$ cat src/rtl/spi3w_pkg.sv
// Shared types and width helpers for the 3-wire SPI byte controller.
package spi3w_pkg;

  typedef enum logic [2:0] {
    IDLE,
    CS_SETUP,
    WRITE,
    READ,
    HOLD,
    CS_HIGH
  } state_e;

  localparam int BYTE_W = 8;

  // Bits needed to hold values 0..n inclusive.
  function automatic int cnt_w(input int n);
    return (n < 1) ? 1 : $clog2(n + 1);
  endfunction

  function automatic int max_i(input int a, input int b);
    return (a > b) ? a : b;
  endfunction

endpackage

$ cat src/rtl/spi_controller_ht16d35a_half_tick.sv
// Half-period timebase: pulses tick every HALF clk cycles, restarted by clr.
module spi_half_tick #(
  parameter int HALF = 10
) (
  input  logic clk,
  input  logic reset,
  input  logic clr,
  output logic tick
);

  localparam int W = (HALF > 1) ? $clog2(HALF) : 1;

  logic [W-1:0] cnt_q, cnt_d;

  always_comb begin
    cnt_d = cnt_q - W'(1);
    if (clr || cnt_q == '0) cnt_d = W'(HALF - 1);
    tick = !clr && (cnt_q == '0);
  end

  always_ff @(posedge clk) begin
    if (reset) cnt_q <= W'(HALF - 1);
    else       cnt_q <= cnt_d;
  end

endmodule

$ cat src/rtl/spi_controller_ht16d35a.sv
// Byte-oriented 3-wire SPI master: write burst, bus turnaround, optional read
// burst, framed by active-low chip selects. SCK idles high.
module spi_controller_ht16d35a
  import spi3w_pkg::*;
#(
  parameter int NUM_SELECTS    = 1,
  parameter int CLK_DIV        = 20,
  parameter int OUT_BYTES      = 5,
  parameter int IN_BYTES       = 4,
  parameter int ALL_DONE_DELAY = 1,
  parameter int LSB_FIRST      = 1
) (
  input  logic                                 clk,
  input  logic                                 reset,
  output logic                                 sck,
  input  logic                                 dio_i,
  output logic                                 dio_o,
  output logic                                 dio_e,
  output logic [NUM_SELECTS-1:0]               cs,
  output logic                                 busy,
  input  logic                                 activate,
  input  logic [NUM_SELECTS-1:0]               in_cs,
  input  logic [OUT_BYTES-1:0][BYTE_W-1:0]     out_data,
  input  logic [$clog2(OUT_BYTES+1)-1:0]       out_count,
  output logic [IN_BYTES-1:0][BYTE_W-1:0]      in_data,
  input  logic [$clog2(IN_BYTES+1)-1:0]        in_count
);

  localparam int OW = $clog2(OUT_BYTES + 1);
  localparam int IW = $clog2(IN_BYTES + 1);
  localparam int BW = max_i(OW, IW);
  localparam int HW = cnt_w(2 * ALL_DONE_DELAY);

  state_e                          state_q, state_d;
  logic                            sck_q, sck_d;
  logic [NUM_SELECTS-1:0]          cs_q, cs_d;
  logic [OUT_BYTES-1:0][BYTE_W-1:0] obuf_q, obuf_d;
  logic [IN_BYTES-1:0][BYTE_W-1:0] in_data_q, in_data_d;
  logic [BW-1:0]                   out_n_q, out_n_d, in_n_q, in_n_d;
  logic [BW-1:0]                   byte_q, byte_d;
  logic [2:0]                      bit_q, bit_d;
  logic [HW-1:0]                   hold_q, hold_d;

  logic             tick, last_bit;
  logic [2:0]       bsel;
  logic [BYTE_W-1:0] cur_byte;

  spi_half_tick #(.HALF(CLK_DIV / 2)) u_tick (
    .clk   (clk),
    .reset (reset),
    .clr   (state_q == IDLE),
    .tick  (tick)
  );

  always_comb begin
    state_d   = state_q;
    sck_d     = sck_q;
    cs_d      = cs_q;
    obuf_d    = obuf_q;
    in_data_d = in_data_q;
    out_n_d   = out_n_q;
    in_n_d    = in_n_q;
    byte_d    = byte_q;
    bit_d     = bit_q;
    hold_d    = hold_q;

    last_bit = (bit_q == 3'd7);
    bsel     = (LSB_FIRST != 0) ? bit_q : ~bit_q;
    cur_byte = '0;
    for (int k = 0; k < OUT_BYTES; k++)
      if (byte_q == BW'(k)) cur_byte = obuf_q[k];

    // Data pad follows the current bit index, which advances on the falling SCK.
    dio_e = (state_q == WRITE);
    dio_o = dio_e & cur_byte[bsel];
    busy  = (state_q != IDLE);

    unique case (state_q)
      IDLE: if (activate) begin
        state_d = CS_SETUP;
        cs_d    = ~in_cs;
        obuf_d  = out_data;
        out_n_d = (out_count > OW'(OUT_BYTES)) ? BW'(OUT_BYTES) : BW'(out_count);
        in_n_d  = (in_count > IW'(IN_BYTES)) ? BW'(IN_BYTES) : BW'(in_count);
      end
      CS_SETUP: if (tick) begin
        byte_d = '0;
        bit_d  = '0;
        hold_d = '0;
        if (out_n_q != '0)     begin state_d = WRITE; sck_d = 1'b0; end
        else if (in_n_q != '0) begin state_d = READ;  sck_d = 1'b0; end
        else                         state_d = HOLD;
      end
      WRITE: if (tick) begin
        if (!sck_q) sck_d = 1'b1;
        else if (last_bit && byte_q == out_n_q - BW'(1)) begin
          byte_d = '0;
          bit_d  = '0;
          hold_d = '0;
          if (in_n_q != '0) begin state_d = READ; sck_d = 1'b0; end
          else                    state_d = HOLD;
        end else begin
          sck_d = 1'b0;
          bit_d = bit_q + 3'd1;
          if (last_bit) byte_d = byte_q + BW'(1);
        end
      end
      READ: if (tick) begin
        if (!sck_q) begin
          sck_d = 1'b1;
          for (int k = 0; k < IN_BYTES; k++)
            if (byte_q == BW'(k)) in_data_d[k][bsel] = dio_i;
        end else if (last_bit && byte_q == in_n_q - BW'(1)) begin
          state_d = HOLD;
          hold_d  = '0;
        end else begin
          sck_d = 1'b0;
          bit_d = bit_q + 3'd1;
          if (last_bit) byte_d = byte_q + BW'(1);
        end
      end
      HOLD: if (tick) begin
        if (hold_q == HW'(2 * ALL_DONE_DELAY - 1)) begin
          state_d = CS_HIGH;
          cs_d    = '1;
        end else hold_d = hold_q + HW'(1);
      end
      CS_HIGH: if (tick) state_d = IDLE;
      default: state_d = IDLE;
    endcase
  end

  always_ff @(posedge clk) begin
    if (reset) begin
      state_q   <= IDLE;
      sck_q     <= 1'b1;
      cs_q      <= '1;
      obuf_q    <= '0;
      in_data_q <= '0;
      out_n_q   <= '0;
      in_n_q    <= '0;
      byte_q    <= '0;
      bit_q     <= '0;
      hold_q    <= '0;
    end else begin
      state_q   <= state_d;
      sck_q     <= sck_d;
      cs_q      <= cs_d;
      obuf_q    <= obuf_d;
      in_data_q <= in_data_d;
      out_n_q   <= out_n_d;
      in_n_q    <= in_n_d;
      byte_q    <= byte_d;
      bit_q     <= bit_d;
      hold_q    <= hold_d;
    end
  end

  assign sck     = sck_q;
  assign cs      = cs_q;
  assign in_data = in_data_q;

endmodule

$ cat config.mk
export PLATFORM = sky130hd
export DESIGN_NAME = spi_controller_ht16d35a
export DESIGN_NICKNAME = d
export VERILOG_FILES = /design/src/rtl/spi3w_pkg.sv /design/src/rtl/spi_controller_ht16d35a_half_tick.sv /design/src/rtl/spi_controller_ht16d35a.sv
export SDC_FILE = /design/constraint.sdc
export NUM_CORES = 1
export LEC_CHECK = 0
export ABC_CLOCK_PERIOD_IN_PS = 3500
export CAP_MARGIN = 15
export CORE_MARGIN = 3
export CORE_UTILIZATION = 35
export CTS_CLUSTER_SIZE = 25
export DETAILED_ROUTE_END_ITERATION = 12
export PLACE_DENSITY = 0.59
export SETUP_SLACK_MARGIN = 0.3
export SLEW_MARGIN = 20
export SYNTH_ARGS = -nofsm -noshare
export SYNTH_HDL_FRONTEND = slang
export SYNTH_SLANG_ARGS = --single-unit
$ cat constraint.sdc
create_clock -name clk -period 3.5 [get_ports clk]
set_clock_uncertainty 0.2 [all_clocks]
set_input_delay 0.35 -clock clk [delete_from_list [all_inputs] [get_ports clk]]
set_output_delay 0.35 -clock clk [all_outputs]
set_load 0.01 [all_outputs]
==> impl_results.md <==
* GR Util All Layers at 17.1%
* Synth Instances at 603
* First-pass GRT wire length at 19.9 mm
* Final Max Tran Viols at 0
* Crit. End Element: primary output
* Final WL at 12.1 mm
* Tmin final at 2940 ps
* # IOs at 88
* Clock power share at 34.7%
* Worst Max-Slew Pin Slew at 845 ps
* Hpwl dp at 8.70 mm
* Count leader, synth: nand2_1
* Crit-path max FO at 15
* Yosys cell types at 57
* Slew margin rel. at 43.7%
* Initial Util at 36.1%
* Combinational Power Share at 23.9%
* Nets@finish at 730
* Post-synthesis area per instance at 7.62 um^2
* CP Launch Type: flop
* Root buf cell: clkbuf_16
* Die Wd at 121 um
* Die Footprint at 0.0145 mm^2
* Placeable Area at 0.0127 mm^2
* Final setup vio count at 0
* Worst VDD drop at 0.218 mV
* Worst setup path class: reg -> out
* Final setup margin at 564 ps
* # DRC at 0
* Die Y at 121 um
* Area Overhead vs Synth at 29.0%
* Cell taking the most area after synthesis: dfxtp_1
* H-tree depth at 3
* 1st-pass router iterations at 5
* WL/cell at 14.3 um
* CP Data Required Time at 2950 ps
* Pwr Total at 3.26 mW
* Main flop type after synthesis: dfxtp_1
* Grt ovf at 0
* Synth Register Bits at 95
* Mapped cell area at 0.00459 mm^2
* Fmax at 341 MHz
* Area share of the largest cell type after synthesis at 41.4%
* Post-place setup slack at 360 ps
* Switch share at 30.6%
* Clock slew at reported path FFs at 70 ps
* Top post-synthesis cells by count: nand2_1, dfxtp_1, a21oi_1
* Clock tree buffer depth at 2
* Syn Nets at 668
* # hold bufs at CTS at 0
* Vias per cell at 5.02
* 1st-iter DRT viols at 339
* Number of flops mapped to enable cells by yosys at 0
* Pleak at 2.08 nW
* Max-cap violations at 0
* Vias in the first global route at 4075
* N_diodes at 0
* Clock sink count at 95
* Clock Latency Late Sink at 350 ps
* Sequential fraction of design power at 41.3%
* FP Rows at 41
* Hold/Removal Path Class: reg -> reg
* Top cells by area, synth: dfxtp_1, nand2_1, a21oi_1, nor2_1, mux2i_1
* R2R setup slack at 850 ps
* Switch Pwr at 999 uW
* Share of cells above drive strength 1 at 6.27%
* Final GP Congestion at 0.855
* Pint at 2.26 mW
* FILL cells at 1316
* Status: finished clean
* Setup bufs post-CTS at 0
* CTS tree: done
* Power Dens Cells at 550 mW/mm^2
* Final Core Density at 46.5%
* Post-synth ARST share at 0%
* Hold Fails Final Rpt at 0
* Critical Path AT at 2390 ps
* Synth Warn # at 0
* Largest net degree at the start of global routing at 48
* Antenna violations before repair at 0
* Final Cycle Share at 83.9%
* Vias at 4228
* Total CTS buffers at 9
* RSZ-0062 raised after global routing: false
* Register area share after synthesis at 41.4%
* PortBufs at 87
* Setup_tns at 0 ps
* ANT nets after route at 0
-- flip-flops by register name (all words and copies together), names as in the netlist --
signal	flops
obuf_q	40
in_data	32
u_tick.cnt_q	4
bit_q	3
byte_q	3
in_n_q	3
out_n_q	3
state_q	3
hold_q	2
cs	1
sck	1
-- cell families (layout without fill, tap and decap cells) --
group	after synthesis	count (layout)	synth area share (%)
flops	95	95	41.4
mux	21	21	4.60
buf+inv	66	133	5.50
fa+ha+maj	14	14	3.81
compound gates	133	133	17.1
simple gates	264	264	25.3
xor+xnor	10	10	2.21
-- what timing repair did --
| action | in CTS | in global routing |
|---|---|---|
| pin swaps | 0 | 0 |
| resized for setup | 3 | 5 |
| setup endpoints to repair | 1 | 1 |
-- cells in the final DEF, fill, tap and decap left out, types with 3 or more instances in the layout --
master | Yosys | layout
xnor2_1 | 4 | 4
nand4_1 | 3 | 3
clkbuf_16 | 0 | 9
inv_1 | 22 | 22
bufinv_16 | 0 | 3
buf_4 | 1 | 8
clkdlybuf4s50_1 | 0 | 84
a21oi_1 | 81 | 81
nand2b_1 | 5 | 5
nor2_1 | 57 | 57
nand3_1 | 15 | 15
nand3b_1 | 6 | 6
and2_0 | 3 | 3
mux2i_1 | 20 | 20
dfxtp_1 | 95 | 94
nand2_1 | 147 | 147
a221oi_1 | 6 | 6
ha_1 | 14 | 12
nor3_1 | 7 | 6
o21ai_0 | 20 | 20
xor2_1 | 5 | 5
or2_2 | 3 | 3
-- per-layer routing --
metal | GRT usage, % | routed length, um
met1 | 22.4 | 5750
met2 | 27.7 | 5650
met3 | 3.74 | 489
met4 | 5.95 | 183
met5 | 0 | 0
-- worst max-delay path, stage by stage (launching register included) --
cell and delay (ps):
dfxtp_2 400, inv_1 100, ha_1 240, buf_4 200
a21oi_1 140, o21ai_0 110, a221oi_1 270, o22ai_1 130
o211ai_1 220, nor3_2 80, clkbuf_2 130
-- path summary, 6_finish.rpt --
kind              depth (start not counted)            start              end
setup / recovery                         10        byte_q[1]            dio_o
hold / removal                            1  u_tick.cnt_q[0]  u_tick.cnt_q[0]
setup reg to reg                          6       state_q[0]       in_data[8]
hold reg to reg                           1  u_tick.cnt_q[0]  u_tick.cnt_q[0]
-- final cells by class --
type / count / area, um^2 / share of cell area (%)
clock buffers: 11 / 243 / 4.10
clock inverters: 5 / 105 / 1.77
inverters: 22 / 82.6 / 1.39
multi-input cells: 442 / 2460 / 41.5
flip-flops and latches: 95 / 1900 / 32.1
well taps: 172 / 215 / 3.63
repair buffers: 95 / 916 / 15.5
-- metrics by stage --
step	instances	cell area [um^2]	hold WS, ps
finish	842	5920	210
global route	842	5920	239
CTS	842	5910	216
detailed placement	826	5560	201
global placement	826	5560	181
floorplan	603	4590	171
-- power by group through the flow --
stage | sequential [mW] | combinational [mW] | clock, mW
after global placement | 1.37 | 0.773 | 0
after detailed placement | 1.37 | 0.787 | 0
final | 1.35 | 0.780 | 1.13
after floorplan | 1.30 | 0.603 | 0
after CTS | 1.35 | 0.789 | 1.16
after global routing | 1.37 | 0.888 | 1.21
No activity file was read; power rests on OpenSTA's default activity.
